==> src/rtl/mpu_ldst_seq_pkg.sv <==
// Shared MPU types and default widths used by the load/store data sequencer
// and the address generator.
package pkg_mpu;

    localparam int WIDTH_DATA_MPU  = 32;
    localparam int WIDTH_ADDR_DMEM = 12;
    localparam int WIDTH_LEN_XFER  = 12;

    typedef enum logic [2:0] {
        IDLE       = 3'd0,
        CFG_ID     = 3'd1,
        CFG_STRIDE = 3'd2,
        CFG_BASE   = 3'd3,
        ST_RUN     = 3'd4,
        LD_ISSUE   = 3'd5,
        LD_DRAIN   = 3'd6,
        DONE       = 3'd7
    } mpu_ldst_fsm_t;

    typedef enum logic {
        ST = 1'b0,
        LD = 1'b1
    } mpu_ldst_mode_t;

endpackage

==> src/rtl/mpu_ldst_seq_if.sv <==
// Host-command, store/load data and data-memory bus bundle of the sequencer.
interface mpu_ldst_seq_if #(
    parameter int WIDTH_DATA = 32,
    parameter int WIDTH_ADDR = 12
);
    logic                  I_Start_St;
    logic                  I_Start_Ld;
    logic                  I_Req_Cfg;
    logic [WIDTH_DATA-1:0] I_Data_Cfg;
    logic                  I_Req_St;
    logic [WIDTH_DATA-1:0] I_Data_St;
    logic                  O_Rdy_St;
    logic                  O_Mem_Req;
    logic                  O_Mem_We;
    logic [WIDTH_ADDR-1:0] O_Mem_Addr;
    logic [WIDTH_DATA-1:0] O_Mem_Data;
    logic                  I_Mem_Rdy;
    logic                  I_Mem_Rd_V;
    logic [WIDTH_DATA-1:0] I_Mem_Rd_Data;
    logic                  O_Req_Ld;
    logic [WIDTH_DATA-1:0] O_Data_Ld;
    logic                  O_End_Store;
    logic                  O_End_Load;
    logic                  O_Busy;
    logic                  O_Err;

    modport master (
        output I_Start_St, I_Start_Ld, I_Req_Cfg, I_Data_Cfg, I_Req_St, I_Data_St,
               I_Mem_Rdy, I_Mem_Rd_V, I_Mem_Rd_Data,
        input  O_Rdy_St, O_Mem_Req, O_Mem_We, O_Mem_Addr, O_Mem_Data,
               O_Req_Ld, O_Data_Ld, O_End_Store, O_End_Load, O_Busy, O_Err
    );

    modport slave (
        input  I_Start_St, I_Start_Ld, I_Req_Cfg, I_Data_Cfg, I_Req_St, I_Data_St,
               I_Mem_Rdy, I_Mem_Rd_V, I_Mem_Rd_Data,
        output O_Rdy_St, O_Mem_Req, O_Mem_We, O_Mem_Addr, O_Mem_Data,
               O_Req_Ld, O_Data_Ld, O_End_Store, O_End_Load, O_Busy, O_Err
    );

endinterface

==> src/rtl/mpu_ldst_seq_agen.sv <==
// Strided address register: load a base, step by stride, wrap modulo 2^WIDTH_ADDR.
module mpu_ldst_agen #(
    parameter int WIDTH_ADDR = 12
) (
    input  logic                  clock,
    input  logic                  reset,
    input  logic                  load,
    input  logic                  step,
    input  logic [WIDTH_ADDR-1:0] base,
    input  logic [WIDTH_ADDR-1:0] stride,
    output logic [WIDTH_ADDR-1:0] addr
);

    logic [WIDTH_ADDR-1:0] addr_r;

    // Address register; negative strides arrive as two's complement and wrap silently.
    always_ff @(posedge clock or negedge reset) begin
        if (!reset) begin
            addr_r <= {WIDTH_ADDR{1'b0}};
        end else if (load) begin
            addr_r <= base;
        end else if (step) begin
            addr_r <= addr_r + stride;
        end else begin
            addr_r <= addr_r;
        end
    end

    assign addr = addr_r;

endmodule

==> src/rtl/mpu_ldst_seq.sv <==
// Load/store data sequencer: takes ID/stride/base header words, then streams
// store beats to data memory or reads load beats back toward the host.
module mpu_ldst_seq
    import pkg_mpu::*;
#(
    parameter int WIDTH_DATA = WIDTH_DATA_MPU,
    parameter int WIDTH_ADDR = WIDTH_ADDR_DMEM,
    parameter int WIDTH_LEN  = WIDTH_LEN_XFER
) (
    input  logic          clock,
    input  logic          reset,
    mpu_ldst_seq_if.slave bus
);

    localparam logic [WIDTH_LEN:0] CNT_ONE = {{WIDTH_LEN{1'b0}}, 1'b1};

    mpu_ldst_fsm_t         state_r;
    mpu_ldst_mode_t        mode_r;
    logic [WIDTH_LEN-1:0]  len_r;
    logic [WIDTH_ADDR-1:0] stride_r;
    logic [WIDTH_LEN:0]    iss_cnt_r;
    logic [WIDTH_LEN:0]    ret_cnt_r;
    logic                  err_r;
    logic                  req_ld_r;
    logic [WIDTH_DATA-1:0] data_ld_r;

    logic                  st_acc_s;
    logic                  ld_iss_s;
    logic                  ld_ret_s;
    logic                  base_hit_s;
    logic                  iss_last_s;
    logic                  ret_last_s;
    logic [WIDTH_ADDR-1:0] addr_s;
    logic                  unused_cfg_s;

    assign st_acc_s   = (state_r == ST_RUN) && bus.I_Req_St && bus.I_Mem_Rdy;
    assign ld_iss_s   = (state_r == LD_ISSUE) && bus.I_Mem_Rdy;
    assign ld_ret_s   = ((state_r == LD_ISSUE) || (state_r == LD_DRAIN)) && bus.I_Mem_Rd_V;
    assign base_hit_s = (state_r == CFG_BASE) && bus.I_Req_Cfg;
    assign iss_last_s = (iss_cnt_r + CNT_ONE) == {1'b0, len_r};
    assign ret_last_s = (ret_cnt_r + CNT_ONE) == {1'b0, len_r};
    assign unused_cfg_s = ^bus.I_Data_Cfg;

    mpu_ldst_agen #(.WIDTH_ADDR(WIDTH_ADDR)) u_agen (
        .clock  (clock),
        .reset  (reset),
        .load   (base_hit_s),
        .step   (st_acc_s | ld_iss_s),
        .base   (bus.I_Data_Cfg[WIDTH_ADDR-1:0]),
        .stride (stride_r),
        .addr   (addr_s)
    );

    // Sequencer FSM with its header registers, counters and registered host outputs.
    always_ff @(posedge clock or negedge reset) begin
        if (!reset) begin
            state_r   <= IDLE;
            mode_r    <= ST;
            len_r     <= {WIDTH_LEN{1'b0}};
            stride_r  <= {WIDTH_ADDR{1'b0}};
            iss_cnt_r <= {(WIDTH_LEN+1){1'b0}};
            ret_cnt_r <= {(WIDTH_LEN+1){1'b0}};
            err_r     <= 1'b0;
            req_ld_r  <= 1'b0;
            data_ld_r <= {WIDTH_DATA{1'b0}};
        end else begin
            err_r    <= (state_r != IDLE) && (bus.I_Start_St || bus.I_Start_Ld);
            req_ld_r <= ld_ret_s;
            if (ld_ret_s) begin
                data_ld_r <= bus.I_Mem_Rd_Data;
            end
            if (base_hit_s) begin
                iss_cnt_r <= {(WIDTH_LEN+1){1'b0}};
                ret_cnt_r <= {(WIDTH_LEN+1){1'b0}};
            end else begin
                if (st_acc_s || ld_iss_s) begin
                    iss_cnt_r <= iss_cnt_r + CNT_ONE;
                end
                if (ld_ret_s) begin
                    ret_cnt_r <= ret_cnt_r + CNT_ONE;
                end
            end
            case (state_r)
                IDLE: begin
                    if (bus.I_Start_St) begin
                        mode_r  <= ST;
                        state_r <= CFG_ID;
                    end else if (bus.I_Start_Ld) begin
                        mode_r  <= LD;
                        state_r <= CFG_ID;
                    end
                end
                CFG_ID: begin
                    if (bus.I_Req_Cfg) begin
                        len_r   <= bus.I_Data_Cfg[WIDTH_LEN-1:0];
                        state_r <= CFG_STRIDE;
                    end
                end
                CFG_STRIDE: begin
                    if (bus.I_Req_Cfg) begin
                        stride_r <= bus.I_Data_Cfg[WIDTH_ADDR-1:0];
                        state_r  <= CFG_BASE;
                    end
                end
                CFG_BASE: begin
                    if (bus.I_Req_Cfg) begin
                        if (len_r == {WIDTH_LEN{1'b0}}) begin
                            state_r <= DONE;
                        end else begin
                            state_r <= (mode_r == ST) ? ST_RUN : LD_ISSUE;
                        end
                    end
                end
                ST_RUN: begin
                    if (st_acc_s && iss_last_s) begin
                        state_r <= DONE;
                    end
                end
                LD_ISSUE: begin
                    // A zero-latency final return can complete the transfer on the last issue.
                    if (ld_ret_s && ret_last_s) begin
                        state_r <= DONE;
                    end else if (ld_iss_s && iss_last_s) begin
                        state_r <= LD_DRAIN;
                    end
                end
                LD_DRAIN: begin
                    if (ld_ret_s && ret_last_s) begin
                        state_r <= DONE;
                    end
                end
                DONE: begin
                    state_r <= IDLE;
                end
                default: begin
                    state_r <= IDLE;
                end
            endcase
        end
    end

    // Memory request path; the store beat goes straight through with zero latency.
    always_comb begin
        bus.O_Rdy_St   = 1'b0;
        bus.O_Mem_Req  = 1'b0;
        bus.O_Mem_We   = 1'b0;
        bus.O_Mem_Data = {WIDTH_DATA{1'b0}};
        case (state_r)
            ST_RUN: begin
                bus.O_Rdy_St   = bus.I_Mem_Rdy;
                bus.O_Mem_Req  = bus.I_Req_St;
                bus.O_Mem_We   = 1'b1;
                bus.O_Mem_Data = bus.I_Data_St;
            end
            LD_ISSUE: begin
                bus.O_Mem_Req = 1'b1;
                bus.O_Mem_We  = 1'b0;
            end
            default: begin
                bus.O_Mem_Req = 1'b0;
            end
        endcase
    end

    assign bus.O_Mem_Addr  = addr_s;
    assign bus.O_Req_Ld    = req_ld_r;
    assign bus.O_Data_Ld   = data_ld_r;
    assign bus.O_End_Store = (state_r == DONE) && (mode_r == ST);
    assign bus.O_End_Load  = (state_r == DONE) && (mode_r == LD);
    assign bus.O_Busy      = (state_r != IDLE);
    assign bus.O_Err       = err_r;

endmodule
==> src/flat_wrapper.sv <==
// flat-port wrapper written by rule: the top's interface ports become plain ports
module mpu_ldst_seq_flat import pkg_mpu::*;
#(
    parameter int WIDTH_DATA = WIDTH_DATA_MPU,
    parameter int WIDTH_ADDR = WIDTH_ADDR_DMEM,
    parameter int WIDTH_LEN  = WIDTH_LEN_XFER
)
  (clock, reset, bus_I_Start_St, bus_I_Start_Ld, bus_I_Req_Cfg, bus_I_Data_Cfg, bus_I_Req_St, bus_I_Data_St, bus_I_Mem_Rdy, bus_I_Mem_Rd_V, bus_I_Mem_Rd_Data, bus_O_Rdy_St, bus_O_Mem_Req, bus_O_Mem_We, bus_O_Mem_Addr, bus_O_Mem_Data, bus_O_Req_Ld, bus_O_Data_Ld, bus_O_End_Store, bus_O_End_Load, bus_O_Busy, bus_O_Err);
  mpu_ldst_seq_if #(.WIDTH_DATA(WIDTH_DATA), .WIDTH_ADDR(WIDTH_ADDR)) bus_i ();
  input  logic clock;
  input  logic reset;
  input wire logic [$bits(bus_i.I_Start_St)-1:0] bus_I_Start_St;
  input wire logic [$bits(bus_i.I_Start_Ld)-1:0] bus_I_Start_Ld;
  input wire logic [$bits(bus_i.I_Req_Cfg)-1:0] bus_I_Req_Cfg;
  input wire logic [$bits(bus_i.I_Data_Cfg)-1:0] bus_I_Data_Cfg;
  input wire logic [$bits(bus_i.I_Req_St)-1:0] bus_I_Req_St;
  input wire logic [$bits(bus_i.I_Data_St)-1:0] bus_I_Data_St;
  input wire logic [$bits(bus_i.I_Mem_Rdy)-1:0] bus_I_Mem_Rdy;
  input wire logic [$bits(bus_i.I_Mem_Rd_V)-1:0] bus_I_Mem_Rd_V;
  input wire logic [$bits(bus_i.I_Mem_Rd_Data)-1:0] bus_I_Mem_Rd_Data;
  output wire logic [$bits(bus_i.O_Rdy_St)-1:0] bus_O_Rdy_St;
  output wire logic [$bits(bus_i.O_Mem_Req)-1:0] bus_O_Mem_Req;
  output wire logic [$bits(bus_i.O_Mem_We)-1:0] bus_O_Mem_We;
  output wire logic [$bits(bus_i.O_Mem_Addr)-1:0] bus_O_Mem_Addr;
  output wire logic [$bits(bus_i.O_Mem_Data)-1:0] bus_O_Mem_Data;
  output wire logic [$bits(bus_i.O_Req_Ld)-1:0] bus_O_Req_Ld;
  output wire logic [$bits(bus_i.O_Data_Ld)-1:0] bus_O_Data_Ld;
  output wire logic [$bits(bus_i.O_End_Store)-1:0] bus_O_End_Store;
  output wire logic [$bits(bus_i.O_End_Load)-1:0] bus_O_End_Load;
  output wire logic [$bits(bus_i.O_Busy)-1:0] bus_O_Busy;
  output wire logic [$bits(bus_i.O_Err)-1:0] bus_O_Err;
  assign bus_i.I_Start_St = bus_I_Start_St;
  assign bus_i.I_Start_Ld = bus_I_Start_Ld;
  assign bus_i.I_Req_Cfg = bus_I_Req_Cfg;
  assign bus_i.I_Data_Cfg = bus_I_Data_Cfg;
  assign bus_i.I_Req_St = bus_I_Req_St;
  assign bus_i.I_Data_St = bus_I_Data_St;
  assign bus_i.I_Mem_Rdy = bus_I_Mem_Rdy;
  assign bus_i.I_Mem_Rd_V = bus_I_Mem_Rd_V;
  assign bus_i.I_Mem_Rd_Data = bus_I_Mem_Rd_Data;
  assign bus_O_Rdy_St = bus_i.O_Rdy_St;
  assign bus_O_Mem_Req = bus_i.O_Mem_Req;
  assign bus_O_Mem_We = bus_i.O_Mem_We;
  assign bus_O_Mem_Addr = bus_i.O_Mem_Addr;
  assign bus_O_Mem_Data = bus_i.O_Mem_Data;
  assign bus_O_Req_Ld = bus_i.O_Req_Ld;
  assign bus_O_Data_Ld = bus_i.O_Data_Ld;
  assign bus_O_End_Store = bus_i.O_End_Store;
  assign bus_O_End_Load = bus_i.O_End_Load;
  assign bus_O_Busy = bus_i.O_Busy;
  assign bus_O_Err = bus_i.O_Err;
  mpu_ldst_seq #(.WIDTH_DATA(WIDTH_DATA), .WIDTH_ADDR(WIDTH_ADDR), .WIDTH_LEN(WIDTH_LEN)) u_core (.clock(clock), .reset(reset), .bus(bus_i));
endmodule
==> config.mk <==
export PLATFORM = sky130hd
export DESIGN_NAME = mpu_ldst_seq_flat
export DESIGN_NICKNAME = d
export VERILOG_FILES = /design/src/rtl/mpu_ldst_seq_pkg.sv /design/src/rtl/mpu_ldst_seq_if.sv /design/src/rtl/mpu_ldst_seq_agen.sv /design/src/rtl/mpu_ldst_seq.sv /design/src/flat_wrapper.sv
export SDC_FILE = /design/constraint.sdc
export NUM_CORES = 1
export LEC_CHECK = 0
export BUFFER_PORTS_ARGS = -buffer_cell sky130_fd_sc_hd__clkbuf_2
export CORE_MARGIN = 5
export CORE_UTILIZATION = 46
export DETAILED_ROUTE_END_ITERATION = 12
export GPL_TIMING_DRIVEN = 0
export HOLD_SLACK_MARGIN = 0.08
export PLACE_DENSITY = 0.83
export SLEW_MARGIN = 20
export SYNTH_ARGS = -nofsm -noshare
export SYNTH_HDL_FRONTEND = slang
export SYNTH_SLANG_ARGS = --single-unit
==> constraint.sdc <==
create_clock -name clock -period 2.3 [get_ports clock]
set_input_delay 0.23 -clock clock [delete_from_list [all_inputs] [get_ports clock]]
set_output_delay 0.23 -clock clock [all_outputs]
set_load 0.02 [all_outputs]
# Word-level counts from Yosys, hierarchy flattened
# Cells that the tools add are included.
[word_totals]
regBits = 100
elab_cells = 80
out_inout_bits = 84
in_bits = 104
[op_classes]
mux = 24
add_sub_neg = 3
eq_ne = 16
reduce_logical = 25
n_bitwise = 2
[ops]
columns = ["cell", "n"]
rows = [
  ["two-way mux 13 bit", 4],
  ["two-way mux 32 bit", 1],
  ["two-way mux 3 bit", 10],
  ["adder 13 x 1 -> 13 bit (second input constant)", 2],
  ["equality test 13 x 12 -> 1 bit", 2],
  ["two-way mux 12 bit", 2],
  ["one-hot mux 3 bit (8 select lines)", 1],
  ["adder 12 bit", 1],
  ["equality test 3 bit (second input constant)", 4],
  ["zero test 12 bit", 1],
  ["logical AND 1 bit", 11],
  ["!= test 2 bit (second input constant)", 5],
  ["nonzero test 2 bit", 4],
  ["AND reduction 7 bit", 1],
  ["equality test 3 x 2 -> 1 bit (second input constant)", 2],
  ["!= test 3 bit (second input constant)", 2],
  ["AND reduction 2 bit", 3],
  ["two-way mux 1 bit", 5],
  ["equality test 3 x 1 -> 1 bit (second input constant)", 1],
  ["zero test 3 bit", 1],
  ["logical OR 1 bit", 3],
  ["nonzero test 3 bit", 1],
  ["one-hot mux 1 bit (2 select lines)", 1],
  ["inverter 1 bit", 1],
  ["bitwise OR 1 bit", 1],
]

# Depth between registers and ports, before layout
[depth]
ltp_word = 6
ltp_mapped = 12

# Cells and area by module
# From an unflattened synthesis, not the netlist that was laid out.
[unflattened]
hier_cells = 658
hier_area_um2 = 5833.1
[by_module_without_submodules]
columns = ["mod", "n_inst", "seq_area_each_um2", "cells_per_inst", "area_per_inst_um2"]
rows = [
  ["mpu_ldst_seq", 1, 2202.1, 546, 4827.1],
  ["mpu_ldst_agen", 1, 300.3, 112, 1006.0],
]

# Worst setup path after synthesis
# OpenSTA, ideal clock, no wires.
[synth_path]
kind = "register -> register"
from = "register u_core.iss_cnt_r[0]"
to = "register u_core.state_r[0]"
period_less_slack_ps = 2529
arrival_time_ps = 2405
required_ps = 2176
path_slack_ps = -229
path_stages_with_launch = 12
cell_sequence = "dfrtp_1 ha_1 and4_1 buf_6 and3_1 o21ai_0 o311ai_0 o31a_1 or4_4 o21bai_2 o21bai_2 a2bb2oi_1"
[synth_via]
elab_chain_len = 5
word_cells_on_any_way = 7
classes_between = "add/sub: 1; eq/ne: 3; reduce/logical: 3"
[synth_rtl]
columns = ["item", "line_no", "text"]
rows = [
  ["start, declared", "mpu_ldst_seq.sv:21", "logic [WIDTH_LEN:0] iss_cnt_r;"],
  ["start signal, assigned", "mpu_ldst_seq.sv:61", "iss_cnt_r <= {(WIDTH_LEN+1){1'b0}};"],
  ["start signal, assigned", "mpu_ldst_seq.sv:73", "iss_cnt_r <= {(WIDTH_LEN+1){1'b0}};"],
  ["start signal, assigned", "mpu_ldst_seq.sv:77", "iss_cnt_r <= iss_cnt_r + CNT_ONE;"],
  ["adder 13 x 1 -> 13 bit *", "mpu_ldst_seq.sv:40", "assign iss_last_s = (iss_cnt_r + CNT_ONE) == {1'b0, len_r};"],
  ["equality test 13 x 12 -> 1 bit *", "mpu_ldst_seq.sv:40", ""],
  ["logical AND 1 bit, on equally long branches", "mpu_ldst_seq.sv:123, mpu_ldst_seq.sv:115", ""],
  ["!= test 3 bit (no line) / != test 2 bit (equally long branches)", "--", ""],
  ["AND reduction 7 bit (no line) *", "--", ""],
  ["end signal, assigned", "mpu_ldst_seq.sv:110", "state_r <= (mode_r == ST) ? ST_RUN : LD_ISSUE;"],
  ["end, declared", "mpu_ldst_seq.sv:17", "mpu_ldst_fsm_t state_r;"],
]
# Mark *: on every way between the ends. The rest lies on a longest branch, timed or not.
# A chain may end at the register's enable or synchronous reset.

# Worst setup path in the final report
# Same ends and word-level chain as after synthesis.

==> run summary <==
Total Power = 0.00630 W
Clock Tree Buf Depth = 2
Yosys reg bits = 100
Failing checks = negative setup slack
Hold Crit Start = bus_I_Mem_Rd_Data[10]
EDFF count, synth = 0
# rows = 40
CTS H-tree lvls = 3
Antenna violations before repair = 0
Final Core Density = 64.5%
Pwr dens = 807 nW/µm²
Seq pwr share = 38.2%
Core area = 12100 µm²
Post-Syn Area = 5710 µm²
Final setup violation count = 3
Vias in the first global route = 5544
Max_slew headroom = 49.4%
Area leader, netlist = dfrtp_1
Routed vias = 5726
Worst Hold Class = in -> reg
Cts bufs inserted = 9
Setup Skew = 0.00896 ns
Yosys top cell area share = 43.8%
Area share of fa/ha/maj cells after synthesis = 3.20%
Kind of start point of the critical path = flip-flop
Gr usage total = 22.6%
Starting Density = 47.1%
Clock Latency Late Sink = 0.35 ns
Fraction of synthesized area in multiplexers = 4.51%
Die area = 14700 µm²
Largest net degree at the start of global routing = 73
Port Buf Inserts = 167
First-pass GRT wire length = 26.9 mm
First-pass iteration count of the detailed router = 5
Clock sink count = 100
# Max-Cap Violations = 0
Switching share of power = 37.4%
Final worst-path cycle share = 108%
GP Congestion = 0.898
Iter 0 DRT Violations = 580
Final wirelength = 17.5 mm
DPL Wire Length = 11.5 mm
WL per Instance = 16.8 µm
Yosys warning total = 0
CP Capture Type = flip-flop
Most common cell after layout, fill and taps aside = clkbuf_2
Final TNS setup = -0.350 ns
Switching power = 0.00236 W
WP data arrival = 2.72 ns
Chip Width = 121 µm
Top cells by area, synth = dfrtp_1, nand2_1, xnor2_1
Critical Path Fanout Max = 5
Final hold violation count = 0
Worst slew pin tran = 0.754 ns
Via/cell ratio = 5.50
Clock transition at the registers of the reported paths = 0.08 ns
Final min period = 2.48 ns
Library cells used by synthesis = 72
Ys async rst share = 100%
Pre-CTS setup slack = -0.395 ns
Most frequent cells in the layout = clkbuf_2, nand2_1, dfrtp_1
Average cell area after synthesis = 8.94 µm²
Outcome = finished with violations
Combinational power share = 37.9%
Synth Instances = 639
Ant. Diodes = 0
Peak Freq = 0.403 GHz
Critical Path Source = u_core.iss_cnt_r[0]$_DFFE_PN0P_
Post-route setup slack = -0.183 ns
Die span in y = 121 µm
Clk root buf = clkbuf_16
Data required time at the worst endpoint = 2.53 ns
XOR/XNOR Fraction of Synth Area = 5.83%
Net count reported at finish = 986
Net Count, Synth = 757
Critical R2R Launch = u_core.iss_cnt_r[0]$_DFFE_PN0P_
P_int = 0.00394 W
IO Pins = 188
CTS tree = done
Layout cells sized above 1 = 35.6%
Dpl cells = 975
Max VDD drop = 0.000765 V
Fin cells = 1041
Pleak = 3.83 nW
Fillers = 916
Main combinational cell family by area after synthesis = simple AND/OR/NAND/NOR gates
Final Slew Violations = 0
Clk pwr share = 23.9%
Antenna Nets Post-Route = 0
Sequential area share after synthesis = 43.8%
Residual DRC count = 0
Aggregate global routing overflow = 0
Synth Flop Type = dfrtp_1
Crit path kind = reg -> reg
Compound-cell area share of the yosys netlist = 14.3%
RSZ-0062 raised after global routing = yes
Simple-Gate Fraction of Synth Area = 24.2%
Layout Area Growth over Synthesis = 36.7%
state kept, by name, indices dropped and copies added (netlist names):
register	count
u_core.bus.O_Data_Ld	32
u_core.iss_cnt_r	13
u_core.ret_cnt_r	13
u_core.len_r	12
u_core.stride_r	12
u_core.u_agen.addr	12
u_core.state_r	3
u_core.bus.O_Err	1
u_core.bus.O_Req_Ld	1
u_core.mode_r	1
area by class of cell:
class	instances	area [µm²]	share of cell area [%]
Sequential cell	100	2510	32.2
Tap cell	168	210	2.69
Buffer	28	150	1.92
Inverter	19	71.3	0.914
Clock inverter	7	70.1	0.898
Clock buffer	9	225	2.89
Timing Repair Buffer	223	1350	17.3
Multi-Input combinational cell	487	3210	41.2
repair_timing:
action | in CTS | in global routing
setup buffers | 13 | 17
pin swaps | 17 | 32
hold buffers | 27 | 0
cloned | 0 | 0
endpoints found under the hold margin | 54 | 0
setup endpoints to repair | 48 | 68
resized for setup | 21 | 51
worst paths after layout:
path	slack, ns	endpoint	cells after the start
hold reg to reg	0.48	u_core.bus.O_Data_Ld[2]$_DFFE_PN0P_	2
max in group asynchronous	1.32	u_core.iss_cnt_r[3]$_DFFE_PN0P_	3
min in group asynchronous	0.33	u_core.u_agen.addr[6]$_DFFE_PN0P_	2
setup / recovery	-0.18	u_core.state_r[0]$_DFFE_PN0P_	9
hold / removal	0.08	u_core.bus.O_Data_Ld[10]$_DFFE_PN0P_	3
setup reg to reg	-0.18	u_core.state_r[0]$_DFFE_PN0P_	9
through the flow:
| stage | hold slack (ns) | area [µm²] |
|---|---|---|
| 2_1_floorplan | -0.0656 | 5750 |
| 3_3_place_gp | 0.419 | 6800 |
| 3_5_place_dp | 0.132 | 6830 |
| 4_1_cts | 0.0813 | 7560 |
| 5_1_grt | 0.0926 | 7810 |
| 6_report | 0.0826 | 7810 |
power by group through the flow:
stage               clock network (W)  logic (W)  registers, W
floorplan                           0    0.00122       0.00251
global placement                    0    0.00186       0.00240
detailed placement                  0    0.00192       0.00240
CTS                           0.00153    0.00212       0.00237
global route                  0.00160    0.00261       0.00244
finish                        0.00151    0.00239       0.00241
cell families after synthesis:
group                      Yosys count
and+or+nand+nor                    283
AOI/OAI and AO/OA                  129
DFF                                100
buffers and inverters               52
xor gates and xnor gates            38
muxes                               23
adders and majority gates           14
per-layer routing:
layer,vias up,GRT usage (%),wire [µm]
met4,0,8.19,481
met1,2726,28.5,6990
met3,47,5.03,1500
met5,-,0,0
met2,287,38.0,8530
li1,2666,-,-
critical path: stages, from the launching register on:
cell       delay (ns)
dfrtp_2          0.39
buf_4            0.17
nand2_4          0.08
or3_4            0.41
o31ai_2          0.25
o2111ai_1        0.15
or4_4            0.49
a21oi_4          0.20
o21bai_4         0.08
a2bb2oi_2        0.16
synthesized netlist by cell type (3+ instances only):
master,n
nor4_1,5
nand3_1,21
inv_1,18
a21oi_1,25
nor3_1,11
clkbuf_1,25
xnor2_1,26
xor2_1,12
and4_1,5
o2111ai_1,5
and2_1,36
buf_6,3
dfrtp_1,100
o31ai_1,5
mux2_1,6
a31oi_1,14
o22ai_1,4
o21ai_0,43
nor2_1,33
nand2_1,136
o21ai_1,3
nor2b_1,3
a211oi_1,3
ha_1,13
nor3b_1,3
or2_2,3
mux2_2,16
and3_1,7
Note: power is estimated with default switching activity, not from simulation.
